`src/rtl/mips_ctrl_pkg.sv`:
```
// Shared encodings for the multi-cycle MIPS control FSM: opcodes, states and datapath select codes.
// Pure definitions; no timing or flow-control behaviour of its own.
package mips_ctrl_pkg;

    localparam logic [5:0] OP_RTYPE = 6'b000000;
    localparam logic [5:0] OP_LW    = 6'b100011;
    localparam logic [5:0] OP_SW    = 6'b101011;
    localparam logic [5:0] OP_BEQ   = 6'b000100;
    localparam logic [5:0] OP_ADDI  = 6'b001000;
    localparam logic [5:0] OP_ANDI  = 6'b001100;
    localparam logic [5:0] OP_ORI   = 6'b001101;
    localparam logic [5:0] OP_J     = 6'b000010;

    typedef enum logic [3:0] {
        S_RESET    = 4'd0,
        S_FETCH    = 4'd1,
        S_DECODE   = 4'd2,
        S_MEMADR   = 4'd3,
        S_MEMRD    = 4'd4,
        S_MEMWB    = 4'd5,
        S_MEMWR    = 4'd6,
        S_EXEC_R   = 4'd7,
        S_RTYPE_WB = 4'd8,
        S_EXEC_I   = 4'd9,
        S_ITYPE_WB = 4'd10,
        S_BRANCH   = 4'd11,
        S_JUMP     = 4'd12,
        S_TRAP     = 4'd13
    } state_t;

    localparam logic [1:0] SRCB_REG     = 2'b00;
    localparam logic [1:0] SRCB_FOUR    = 2'b01;
    localparam logic [1:0] SRCB_IMM     = 2'b10;
    localparam logic [1:0] SRCB_IMM_SH2 = 2'b11;

    localparam logic [1:0] ALU_ADD   = 2'b00;
    localparam logic [1:0] ALU_SUB   = 2'b01;
    localparam logic [1:0] ALU_FUNCT = 2'b10;
    localparam logic [1:0] ALU_IMM   = 2'b11;

    localparam logic [1:0] PCSRC_ALU    = 2'b00;
    localparam logic [1:0] PCSRC_ALUOUT = 2'b01;
    localparam logic [1:0] PCSRC_JUMP   = 2'b10;

    localparam logic [1:0] EXC_NONE    = 2'b00;
    localparam logic [1:0] EXC_ILLEGAL = 2'b01;
    localparam logic [1:0] EXC_TIMEOUT = 2'b10;

    // States that issue a memory access and therefore wait on mem_ready.
    function automatic logic is_mem_state(input state_t s);
        return (s == S_FETCH) || (s == S_MEMRD) || (s == S_MEMWR);
    endfunction

endpackage

```
`src/rtl/mips_mem_wait_timer.sv`:
```
// Counts consecutive memory wait cycles; hit is combinational from the count register.
// No flow control: clear has priority over inc, and the count holds once the limit is reached.
module mips_mem_wait_timer #(
    parameter int WAIT_LIMIT = 15,
    parameter int WAIT_W     = 8
) (
    input  logic clk,
    input  logic rst_n,
    input  logic clear,
    input  logic inc,
    output logic hit
);

    localparam logic [WAIT_W-1:0] LIMIT = WAIT_LIMIT[WAIT_W-1:0];
    localparam logic [WAIT_W-1:0] ONE   = 1;

    logic [WAIT_W-1:0] cnt;

    always_ff @(posedge clk or negedge rst_n) begin
        if (!rst_n) begin
            cnt <= '0;
        end else if (clear) begin
            cnt <= '0;
        end else if (inc && !hit) begin
            cnt <= cnt + ONE;
        end
    end

    assign hit = (cnt == LIMIT);

endmodule

```
`src/rtl/mips_multicycle_ctrl.sv`:
```
// Multi-cycle MIPS main control FSM with mem_ready wait, timeout and illegal-opcode trap.
// Moore outputs (FETCH ir_write/pc_write gated by mem_ready); stalls in memory states until mem_ready or timeout.
module mips_multicycle_ctrl
    import mips_ctrl_pkg::*;
#(
    parameter int WAIT_LIMIT = 15,
    parameter int WAIT_W     = 8
) (
    input  logic       clk,
    input  logic       rst_n,
    input  logic [5:0] opcode,
    input  logic       zero,
    input  logic       mem_ready,
    output logic       pc_write,
    output logic       pc_write_cond,
    output logic       iord,
    output logic       mem_read,
    output logic       mem_write,
    output logic       ir_write,
    output logic       mem_to_reg,
    output logic       reg_dst,
    output logic       reg_write,
    output logic       alu_src_a,
    output logic [1:0] alu_src_b,
    output logic [1:0] alu_op,
    output logic       ext_zero,
    output logic [1:0] pc_source,
    output logic       exc,
    output logic [1:0] exc_code,
    output logic [3:0] state_dbg
);

    state_t     state_q, state_d;
    logic [1:0] exc_code_q, exc_code_d;
    logic       in_mem;
    logic       wait_hit;
    logic       timeout;
    logic       imm_zext;
    logic [1:0] imm_alu_op;

    assign in_mem  = is_mem_state(state_q);
    assign timeout = in_mem && !mem_ready && wait_hit;

    // Counter stays at zero outside memory states, so entry always starts from a clean count.
    mips_mem_wait_timer #(
        .WAIT_LIMIT (WAIT_LIMIT),
        .WAIT_W     (WAIT_W)
    ) u_wait_timer (
        .clk   (clk),
        .rst_n (rst_n),
        .clear (!in_mem || mem_ready),
        .inc   (in_mem && !mem_ready),
        .hit   (wait_hit)
    );

    // The IR is stable through EXEC_I and ITYPE_WB, so both states decode the same immediate op.
    assign imm_zext   = (opcode == OP_ANDI) || (opcode == OP_ORI);
    assign imm_alu_op = (opcode == OP_ADDI) ? ALU_ADD : ALU_IMM;

    always_ff @(posedge clk or negedge rst_n) begin
        if (!rst_n) begin
            state_q    <= S_RESET;
            exc_code_q <= EXC_NONE;
        end else begin
            state_q    <= state_d;
            exc_code_q <= exc_code_d;
        end
    end

    always_comb begin
        state_d    = state_q;
        exc_code_d = exc_code_q;
        case (state_q)
            S_RESET:  state_d = S_FETCH;
            S_FETCH: begin
                if (timeout) begin
                    state_d    = S_TRAP;
                    exc_code_d = EXC_TIMEOUT;
                end else if (mem_ready) begin
                    state_d = S_DECODE;
                end
            end
            S_DECODE: begin
                case (opcode)
                    OP_RTYPE:                  state_d = S_EXEC_R;
                    OP_LW, OP_SW:              state_d = S_MEMADR;
                    OP_BEQ:                    state_d = S_BRANCH;
                    OP_ADDI, OP_ANDI, OP_ORI:  state_d = S_EXEC_I;
                    OP_J:                      state_d = S_JUMP;
                    default: begin
                        state_d    = S_TRAP;
                        exc_code_d = EXC_ILLEGAL;
                    end
                endcase
            end
            S_MEMADR: state_d = (opcode == OP_SW) ? S_MEMWR : S_MEMRD;
            S_MEMRD: begin
                if (timeout) begin
                    state_d    = S_TRAP;
                    exc_code_d = EXC_TIMEOUT;
                end else if (mem_ready) begin
                    state_d = S_MEMWB;
                end
            end
            S_MEMWR: begin
                if (timeout) begin
                    state_d    = S_TRAP;
                    exc_code_d = EXC_TIMEOUT;
                end else if (mem_ready) begin
                    state_d = S_FETCH;
                end
            end
            S_EXEC_R:   state_d = S_RTYPE_WB;
            S_EXEC_I:   state_d = S_ITYPE_WB;
            S_MEMWB, S_RTYPE_WB, S_ITYPE_WB, S_BRANCH, S_JUMP, S_TRAP:
                        state_d = S_FETCH;
            default:    state_d = S_FETCH;
        endcase
    end

    always_comb begin
        pc_write      = 1'b0;
        pc_write_cond = 1'b0;
        iord          = 1'b0;
        mem_read      = 1'b0;
        mem_write     = 1'b0;
        ir_write      = 1'b0;
        mem_to_reg    = 1'b0;
        reg_dst       = 1'b0;
        reg_write     = 1'b0;
        alu_src_a     = 1'b0;
        alu_src_b     = SRCB_REG;
        alu_op        = ALU_ADD;
        ext_zero      = 1'b0;
        pc_source     = PCSRC_ALU;
        exc           = 1'b0;
        exc_code      = EXC_NONE;
        case (state_q)
            S_FETCH: begin
                mem_read  = 1'b1;
                alu_src_b = SRCB_FOUR;
                ir_write  = mem_ready;
                pc_write  = mem_ready;
            end
            S_DECODE: alu_src_b = SRCB_IMM_SH2;
            S_MEMADR: begin
                alu_src_a = 1'b1;
                alu_src_b = SRCB_IMM;
            end
            S_MEMRD: begin
                mem_read = 1'b1;
                iord     = 1'b1;
            end
            S_MEMWB: begin
                reg_write  = 1'b1;
                mem_to_reg = 1'b1;
            end
            S_MEMWR: begin
                mem_write = 1'b1;
                iord      = 1'b1;
            end
            S_EXEC_R: begin
                alu_src_a = 1'b1;
                alu_op    = ALU_FUNCT;
            end
            S_RTYPE_WB: begin
                reg_write = 1'b1;
                reg_dst   = 1'b1;
            end
            S_EXEC_I: begin
                alu_src_a = 1'b1;
                alu_src_b = SRCB_IMM;
                alu_op    = imm_alu_op;
                ext_zero  = imm_zext;
            end
            S_ITYPE_WB: begin
                reg_write = 1'b1;
                alu_op    = imm_alu_op;
                ext_zero  = imm_zext;
            end
            S_BRANCH: begin
                alu_src_a     = 1'b1;
                alu_op        = ALU_SUB;
                pc_write_cond = 1'b1;
                pc_source     = PCSRC_ALUOUT;
            end
            S_JUMP: begin
                pc_write  = 1'b1;
                pc_source = PCSRC_JUMP;
            end
            S_TRAP: begin
                exc      = 1'b1;
                exc_code = exc_code_q;
            end
            default: ;
        endcase
    end

    assign state_dbg = state_q;

endmodule

```
`config.mk`:
```
export PLATFORM = sky130hd
export DESIGN_NAME = mips_multicycle_ctrl
export DESIGN_NICKNAME = d
export VERILOG_FILES = /design/src/rtl/mips_ctrl_pkg.sv /design/src/rtl/mips_mem_wait_timer.sv /design/src/rtl/mips_multicycle_ctrl.sv
export SDC_FILE = /design/constraint.sdc
export NUM_CORES = 1
export LEC_CHECK = 0
export ABC_AREA = 1
export CORE_MARGIN = 2
export CORE_UTILIZATION = 45
export DETAILED_ROUTE_END_ITERATION = 10
export HOLD_SLACK_MARGIN = 0.03
export PLACE_DENSITY = 0.87
export SYNTH_ARGS = -nofsm -noshare
export SYNTH_HDL_FRONTEND = slang
export SYNTH_SLANG_ARGS = --single-unit
export TNS_END_PERCENT = 100
```
`constraint.sdc`:
```
create_clock -name clk -period 1.6 [get_ports clk]
set_clock_uncertainty 0.1 [all_clocks]
set_input_delay 0.16 -clock clk [delete_from_list [all_inputs] [get_ports clk]]
set_output_delay 0.16 -clock clk [all_outputs]
set_load 0.03 [all_outputs]
```
==> qor.csv, run 1 <==
metric;value;unit
power_leakage;1.05;nW
drive_above_1_share;50.8;%
antenna_left;0;
num_rows;17;
synth_top_flop_cell;dfrtp_1;
endpoint_kind;register;
grt_overflow;0;
yosysSeqAreaShare;33.6;%
critical_path.startpoint_type;input port;
cap_violations;0;
critical_path.cell_chain;clkdlybuf4s50_1 > nand2_1 > inv_1 > nand3_1 > nand2_1 > nor2_1 > nand2_1 > nand2_1 > nand3_2 > nand2_1 > nand2_1;
cp_max_fo;4;
min_period;1940;ps
max_freq;0.515;GHz
synthCells;164;
dieArea;2720;um2
r2r_slack;-210;ps
h-tree-depth;1;
synth_edf_count;0;
grt_max_degree;15;
syn_avg_cell_area;6.36;um2
worst_path_max_delay_cell;clkdlybuf4s50_1;
fin_nets;262;
r2r-start;state_dbg[0];
critical_path_class;input port to register;
grt_pass1_wl;5720;um
worst-path-buf-inv;2;
wl_per_cell;23.1;um
cp.required;1670;ps
yosysWarnings;0;
vias;1818;
crit_cells;11;
synth_cell_types;22;
hpwl;2440;um
synth_top_area_share;33.6;%
crit_path_max_incr_delay;520;ps
power.density;1760;nW/um2
drc;0;
outcome;finished with violations;
cts-buffers-inserted;3;
nFillCells;60;
die_w;52.1;um
drt_iter0_markers;171;
synth_area_leaders;dfrtp_1 34%, nand2_1 14%, nor2_1 13%, nand3_1 7.2%, inv_1 6.1%;
rsz0062_at_grt;yes;
drv_slew;0;
yosys.area.top_type;dfrtp_1;
setup_ws;-343;ps
io_pins;34;
min-delay-path-class;input port to async pin;
antennaDiodeCount;0;
tightest_slew;307;ps
syn-cell-area;1040;um2
cts_tree;built;
final_hold_viol_count;0;
worstPathArrival;2010;ps
gp_congestion;0.895;
clkTransAtPathRegs;90;ps
fin_area;2070;um2
async_flop_share;100;%
clk_latency;290;ps
dp_cells;245;
initial_core_util;47.6;%
relSlewSlack;79.6;%
stdcell_count;278;
p_total;3.64;mW
io_buffers;32;
core-area;2190;um2
grt_pass1_vias;1405;
setup_violations;32;
wl;6420;um
cp_common_cell;nand2_1;
cts_buffer_depth;2;
vdd.ir_drop.worst;1.76;mV
endpoint;exc_code_q[1];
placed_area;1540;um2
area_delta_synth_final;98.4;%
synth_fp_nets;175;
violations;negative setup slack;
cts.hold.buffers_added;0;
track_usage;27.9;%
die_h;52.1;um
crit_family;simple AND/OR/NAND/NOR gates;
antenna_found_initial;0;
rr_worst_depth;9;
cp-startpoint;opcode[1];
viasPerCell;6.54;
pre_cts_slack;-173;ps
r2r-end;state_dbg[0];
root_buffer;clkbuf_4;
fin_crit_sh;121;%
synth_seq_cells;14;
cts.sinks;14;
drt-pass1-iter-count;6;
[sequential cells by signal, summed over array words and instances, names as in the netlist]
name and flops:
state_dbg 4, exc_code_q 2, u_wait_timer.cnt 8
[synth_stat cells, types with 2 or more instances]
library cell   n
nor2_1        35
nor3b_1        2
inv_1         17
xor2_1         2
dfrtp_1       14
a21oi_1        4
nand2_1       40
nand4_1        6
nand2_2        2
nand3_1       15
o22ai_1        2
nor2_4         2
nor3_1         5
o21ai_0       10
[timing repair]
action | CTS | global route
pin swaps | 4 | 25
setup buffers | 9 | 20
setup endpoints to repair | 18 | 30
gates resized for setup | 29 | 57
[logic make-up after synthesis]
kind of cell / after synthesis / share of synthesized area (%)
AO/OA/AOI/OAI: 18 / 9.00
AND/OR/NAND/NOR: 110 / 47.3
buffers and inverters: 19 / 7.20
adder cells (fa/ha/maj): 1 / 1.20
flip-flops: 14 / 33.6
XOR/XNOR: 2 / 1.68
[layout make-up]
type,count,area [um2],area share [%]
timing repair buffer,83,717,34.7
clock buffer,4,26.3,1.27
tap,28,35.0,1.69
sequential,14,355,17.2
multi-input combinational,131,857,41.4
inverter,18,77.6,3.75
[cell usage in the layout, fill, tap and decap left out, types with 4 or more instances in the layout]
cell type / instances
inv_1: 10
nor2_1: 22
nand3_1: 11
nand2_1: 30
nand2_2: 4
dfrtp_2: 4
nor2_2: 5
o21ai_1: 8
dlygate4sd2_1: 5
buf_4: 53
a21oi_1: 4
clkdlybuf4s50_1: 6
nor2_4: 11
nand2_4: 7
buf_6: 18
nand4_1: 6
dfrtp_1: 10
inv_2: 5
[report_power, final]
group	internal, mW	leakage [nW]	total, mW	switching [mW]
combinational	1.16	0.851	2.88	1.71
sequential	0.427	0.184	0.551	0.125
clock	0.0969	0.0150	0.212	0.115
total	1.69	1.05	3.64	1.95
[layer usage]
layer | part of all wire (%) | track usage (%) | vias to the layer above
met5 | 0 | 0 | -
met4 | 9.4 | 14.0 | 0
li1 | - | - | 716
met1 | 32 | 30.1 | 799
met2 | 46 | 52.5 | 225
met3 | 13 | 3.45 | 78
[worst min path at each step]
stage / cells past startpoint / to / slack, ps
2_1_floorplan: 0 / exc_code_q[0] / -240
3_3_place_gp: 2 / exc_code_q[0] / 360
3_5_place_dp: 2 / exc_code_q[0] / 360
4_1_cts: 2 / u_wait_timer.cnt[2] / 80
5_1_grt: 2 / state_dbg[1] / 90
6_report: 2 / state_dbg[3] / 80
[worst register-to-register path, delay by kind of cell (launching register included)]
kind	cells	cell delay, ps
flip-flops	1	490
AND/OR/NAND/NOR	4	420
AO/OA/AOI/OAI	2	270
buffers and inverters	3	410
[stage by stage]
step / TNS [ps] / hold WS [ps] / util, %
5_1_grt: -6480 / 91.1 / 94.4
3_5_place_dp: -895 / 365 / 70.5
4_1_cts: -440 / 79.3 / 78.0
2_1_floorplan: -609 / -236 / -
6_report: -4160 / 77.4 / 94.4
3_3_place_gp: -311 / 355 / 70.5
Note: power is estimated with default switching activity, not from simulation.
==> run 2, diff against run 1 <==
--- a/config.mk
+++ b/config.mk
@@ -7,4 +7,5 @@
 export LEC_CHECK = 0
 export ABC_AREA = 1
+export CAP_MARGIN = 20
 export CORE_MARGIN = 2
 export CORE_UTILIZATION = 45
==> constraint.sdc (replaced) <==
create_clock -name clk -period 1.6 [get_ports clk]
set_clock_uncertainty 0.1 [all_clocks]
set_input_delay 0.32 -clock clk [delete_from_list [all_inputs] [get_ports clk]]
set_output_delay 0.32 -clock clk [all_outputs]
set_load 0.03 [all_outputs]
==> qor.csv, run 2 <==
metric;value;unit;change
outcome;aborted with a tool error;;was finished with violations
haltStage;global routing (5_1_grt);;
error_message;[ERROR DPL-0038] Utilization greater than 100%, impossible to legalize;;
synth_compound_area_share;9.00;%;unchanged
cts_buffer_depth;2;;unchanged
worst_endpoint_kind;output port;;
syn-cell-area;1040;um2;unchanged
yosysSeqAreaShare;33.6;%;unchanged
grt_max_degree;15;;
hpwl;2460;um;was 2440 um
cts.sinks;14;;unchanged
placed_area;1630;um2;was 1540 um2
cts-buffers-inserted;3;;unchanged
netlist_top_cells_count;40 x nand2_1, 35 x nor2_1, 17 x inv_1;;unchanged
root_buffer;clkbuf_4;;unchanged
worst_endpoint;pc_write;;
yosysWarnings;0;;unchanged
synthMuxAreaShare;0;%;unchanged
synth_top_area_share;33.6;%;unchanged
yosysMostFrequentCell;nand2_1;;unchanged
io_buffers;32;;unchanged
synth_seq_cells;14;;unchanged
synthSimpleGateAreaFrac;47.3;%;unchanged
synth_top_family_by_area;simple AND/OR/NAND/NOR gates;;unchanged
synthAdderAreaFrac;1.20;%;unchanged
die_w;52.1;um;unchanged
synth_area_leaders;dfrtp_1 34%, nand2_1 14%, nor2_1 13%, nand3_1 7.2%, inv_1 6.1%;;unchanged
h-tree-depth;1;;unchanged
die_h;52.1;um;unchanged
synth_top_flop_cell;dfrtp_1;;unchanged
syn_avg_cell_area;6.36;um2;unchanged
io_pins;34;;unchanged
synth_cell_types;22;;unchanged
initial_core_util;47.6;%;unchanged
yosys.area.top_type;dfrtp_1;;unchanged
synthCells;164;;unchanged
num_rows;17;;unchanged
gp_congestion;0.920;;was 0.895
synth_edf_count;0;;unchanged
cts.hold.buffers_added;0;;unchanged
async_flop_share;100;%;unchanged
synth_fp_nets;175;;unchanged
yosys.area_share.xor_xnor;1.68;%;unchanged
run 2: cell counts after synthesis:
Identical to the previous run, type by type.
run 2: cell families after synthesis:
kind of cell             count (synthesis)
AND/OR/NAND/NOR                        110
buffers and inverters                   19
AO/OA/AOI/OAI                           18
XOR/XNOR                                 2
adder cells (fa/ha/maj)                  1
flip-flops                              14
run 2: what timing repair did:
action | in CTS
hold endpoints to repair | 0
setup buffers | 14
endpoints found under the setup margin | 27
gates resized for setup | 53
pin swaps | 10
run 2: per-stage QoR:
step	utilization [%]	std cells	setup slack, ps
2_1_floorplan	-	164	-136
3_3_place_gp	74.2	251	-255
3_5_place_dp	74.2	251	-356
4_1_cts	86.1	268	-246
==> run 3, diff against run 2 <==
- CORE_AREA: unset -> 2 2 63 65
- CORE_MARGIN: 2 -> unset
- CORE_UTILIZATION: 45 -> unset
- DIE_AREA: unset -> 0 0 65 67
- HOLD_SLACK_MARGIN: 0.03 -> unset
- PLACE_DENSITY: 0.87 -> unset
- PLACE_DENSITY_LB_ADDON: unset -> 0.15
==> qor.csv, run 3 (synthesis results as in run 1) <==
metric;value;unit;change
root_buffer;clkbuf_8;;was clkbuf_4
grt_pass1_vias;1419;;
viasPerCell;4.78;;
crit_family;flip-flops;;
clk_latency;250;ps;
p_seq_share;16.5;%;
setup_violations;25;;
cts.sinks;14;;unchanged
max_freq;0.550;GHz;
tightest_slew;302;ps;
p_int;1.67;mW;
relSlewSlack;80.0;%;
antennaDiodeCount;0;;
gp_congestion;0.921;;was 0.920
placed_area;1660;um2;was 1630 um2
dieArea;4360;um2;
power.share.switching;47.9;%;
antenna_left;0;;
largest_register_ff_count;8;;
drt_iter0_markers;42;;
drv_slew;0;;
final_hold_viol_count;0;;
violations;negative setup slack;;
rr_worst_depth;11;;
pwr-share-comb;72.7;%;
core-area;3610;um2;
vias;1386;;
num_rows;22;;was 17
r2r-end;exc_code_q[1];;
grt_overflow;0;;
r2r_slack;-110;ps;
hpwl;2570;um;was 2460 um
drive_above_1_share;50.4;%;
mostFrequentLayoutCells;43 x buf_4, 33 x nand2_1, 20 x buf_6;;
use_met3;3.55;%;
drt-pass1-iter-count;4;;
layout_commonest_cell;buf_4;;
endpoint;ext_zero;;
track_usage;17.7;%;
initial_core_util;28.9;%;was 47.6%
fin_crit_sh;114;%;
outcome;finished with violations;;was aborted with a tool error
io_buffers;32;;unchanged
worstPathArrival;1400;ps;
cts-buffers-inserted;3;;unchanged
grt_use_met1;20.5;%;
io_pins;34;;unchanged
wl;3550;um;
fin_nets;254;;
cp.required;1180;ps;
critical_path_class;register to primary output;;
r2r-start;state_dbg[0];;
cp_common_cell;buf_4;;
power_frac_clock;10.7;%;
cts_tree;built;;
grtUsageMet2;32.5;%;
clkTransAtPathRegs;60;ps;
worst_path_max_delay_cell;dfrtp_2;;
antenna_found_initial;0;;
fin_area;2030;um2;
cts_buffer_depth;2;;unchanged
netSwitchingPower;1.54;mW;
crit_cells;5;;
wl_per_cell;12.2;um;
setup_ws;-220;ps;
power_leakage;1.03;nW;
endpoint_kind;primary output;;
vdd.ir_drop.worst;0.609;mV;
critical_path.startpoint_type;register;;
drc;0;;
cp_max_fo;6;;
min_period;1820;ps;
tns;-3430;ps;
final_util;56.2;%;
cap_violations;0;;
grt_max_degree;15;;
power.density;1580;nW/um2;
crit_path_max_incr_delay;450;ps;
largest-register;u_wait_timer.cnt;;
rsz0062_at_grt;yes;;
die_w;65;um;was 52.1 um
critical_path.cell_chain;inv_2 > nand2_2 > buf_4 > nor3_2 > buf_4;;
nFillCells;338;;
worst-path-buf-inv;3;;
h-tree-depth;1;;unchanged
min-delay-path-class;input port to async pin;;
p_total;3.20;mW;
area_delta_synth_final;94.4;%;
die_h;67;um;was 52.1 um
grt_pass1_wl;6010;um;
cp-startpoint;state_dbg[2];;
top_usage_layer;met2;;
[run 3: worst reg2reg max path, delay by kind of cell (launching register included)]
| family | cells | cell delay [ps] |
|---|---|---|
| buf+inv | 3 | 380 |
| flops | 1 | 460 |
| simple gates | 8 | 650 |
[run 3: cell type report]
cell class / count / area (um2) / area share (%)
flip-flops and latches: 14 / 355 / 17.5
repair buffers: 75 / 671 / 33.1
multi-input cells: 131 / 812 / 40.1
clock buffers: 4 / 55.1 / 2.72
well taps: 48 / 60.1 / 2.96
inverters: 18 / 72.6 / 3.58
[run 3: worst min-delay path by stage]
| stage | start | endpoint | slack [ps] | cells past startpoint |
|---|---|---|---|---|
| final | rst_n | state_dbg[0] | 300 | 2 |
| after global routing | rst_n | state_dbg[3] | 310 | 2 |
| after CTS | rst_n | state_dbg[0] | 300 | 2 |
| after detailed placement | exc_code_q[0] | exc_code_q[0] | 370 | 2 |
| after global placement | exc_code_q[0] | exc_code_q[0] | 370 | 2 |
| after floorplan | rst_n | exc_code_q[0] | -80 | 0 |
[run 3: timing repair]
item | CTS | global route
pin swaps | 12 | 5
resized for setup | 44 | 27
setup buffers | 14 | 1
setup endpoints to repair | 26 | 34
hold buffers | 0 | 0
[run 3: metal layers]
layer / part of all wire (%) / vias up
met3: 3.8 / 11
met1: 41 / 655
li1: - / 690
met4: 2.3 / 0
met2: 52 / 30
met5: 0 / -
[run 3: power by group through the flow]
stage               Clock (mW)  Combinational, mW  Sequential [mW]
finish                   0.344               2.33            0.530
global placement             0               1.79            0.517
global route             0.373               2.51            0.536
floorplan                    0              0.988            0.589
CTS                      0.354               2.19            0.523
detailed placement           0               1.81            0.522
[run 3: through the flow]
step                instances  setup WS [ps]  hold WS, ps
floorplan                 164           -136        -75.6
global placement          272           -297          366
detailed placement        272           -326          367
CTS                       290           -193          301
global route              290           -274          306
finish                    290           -220          302
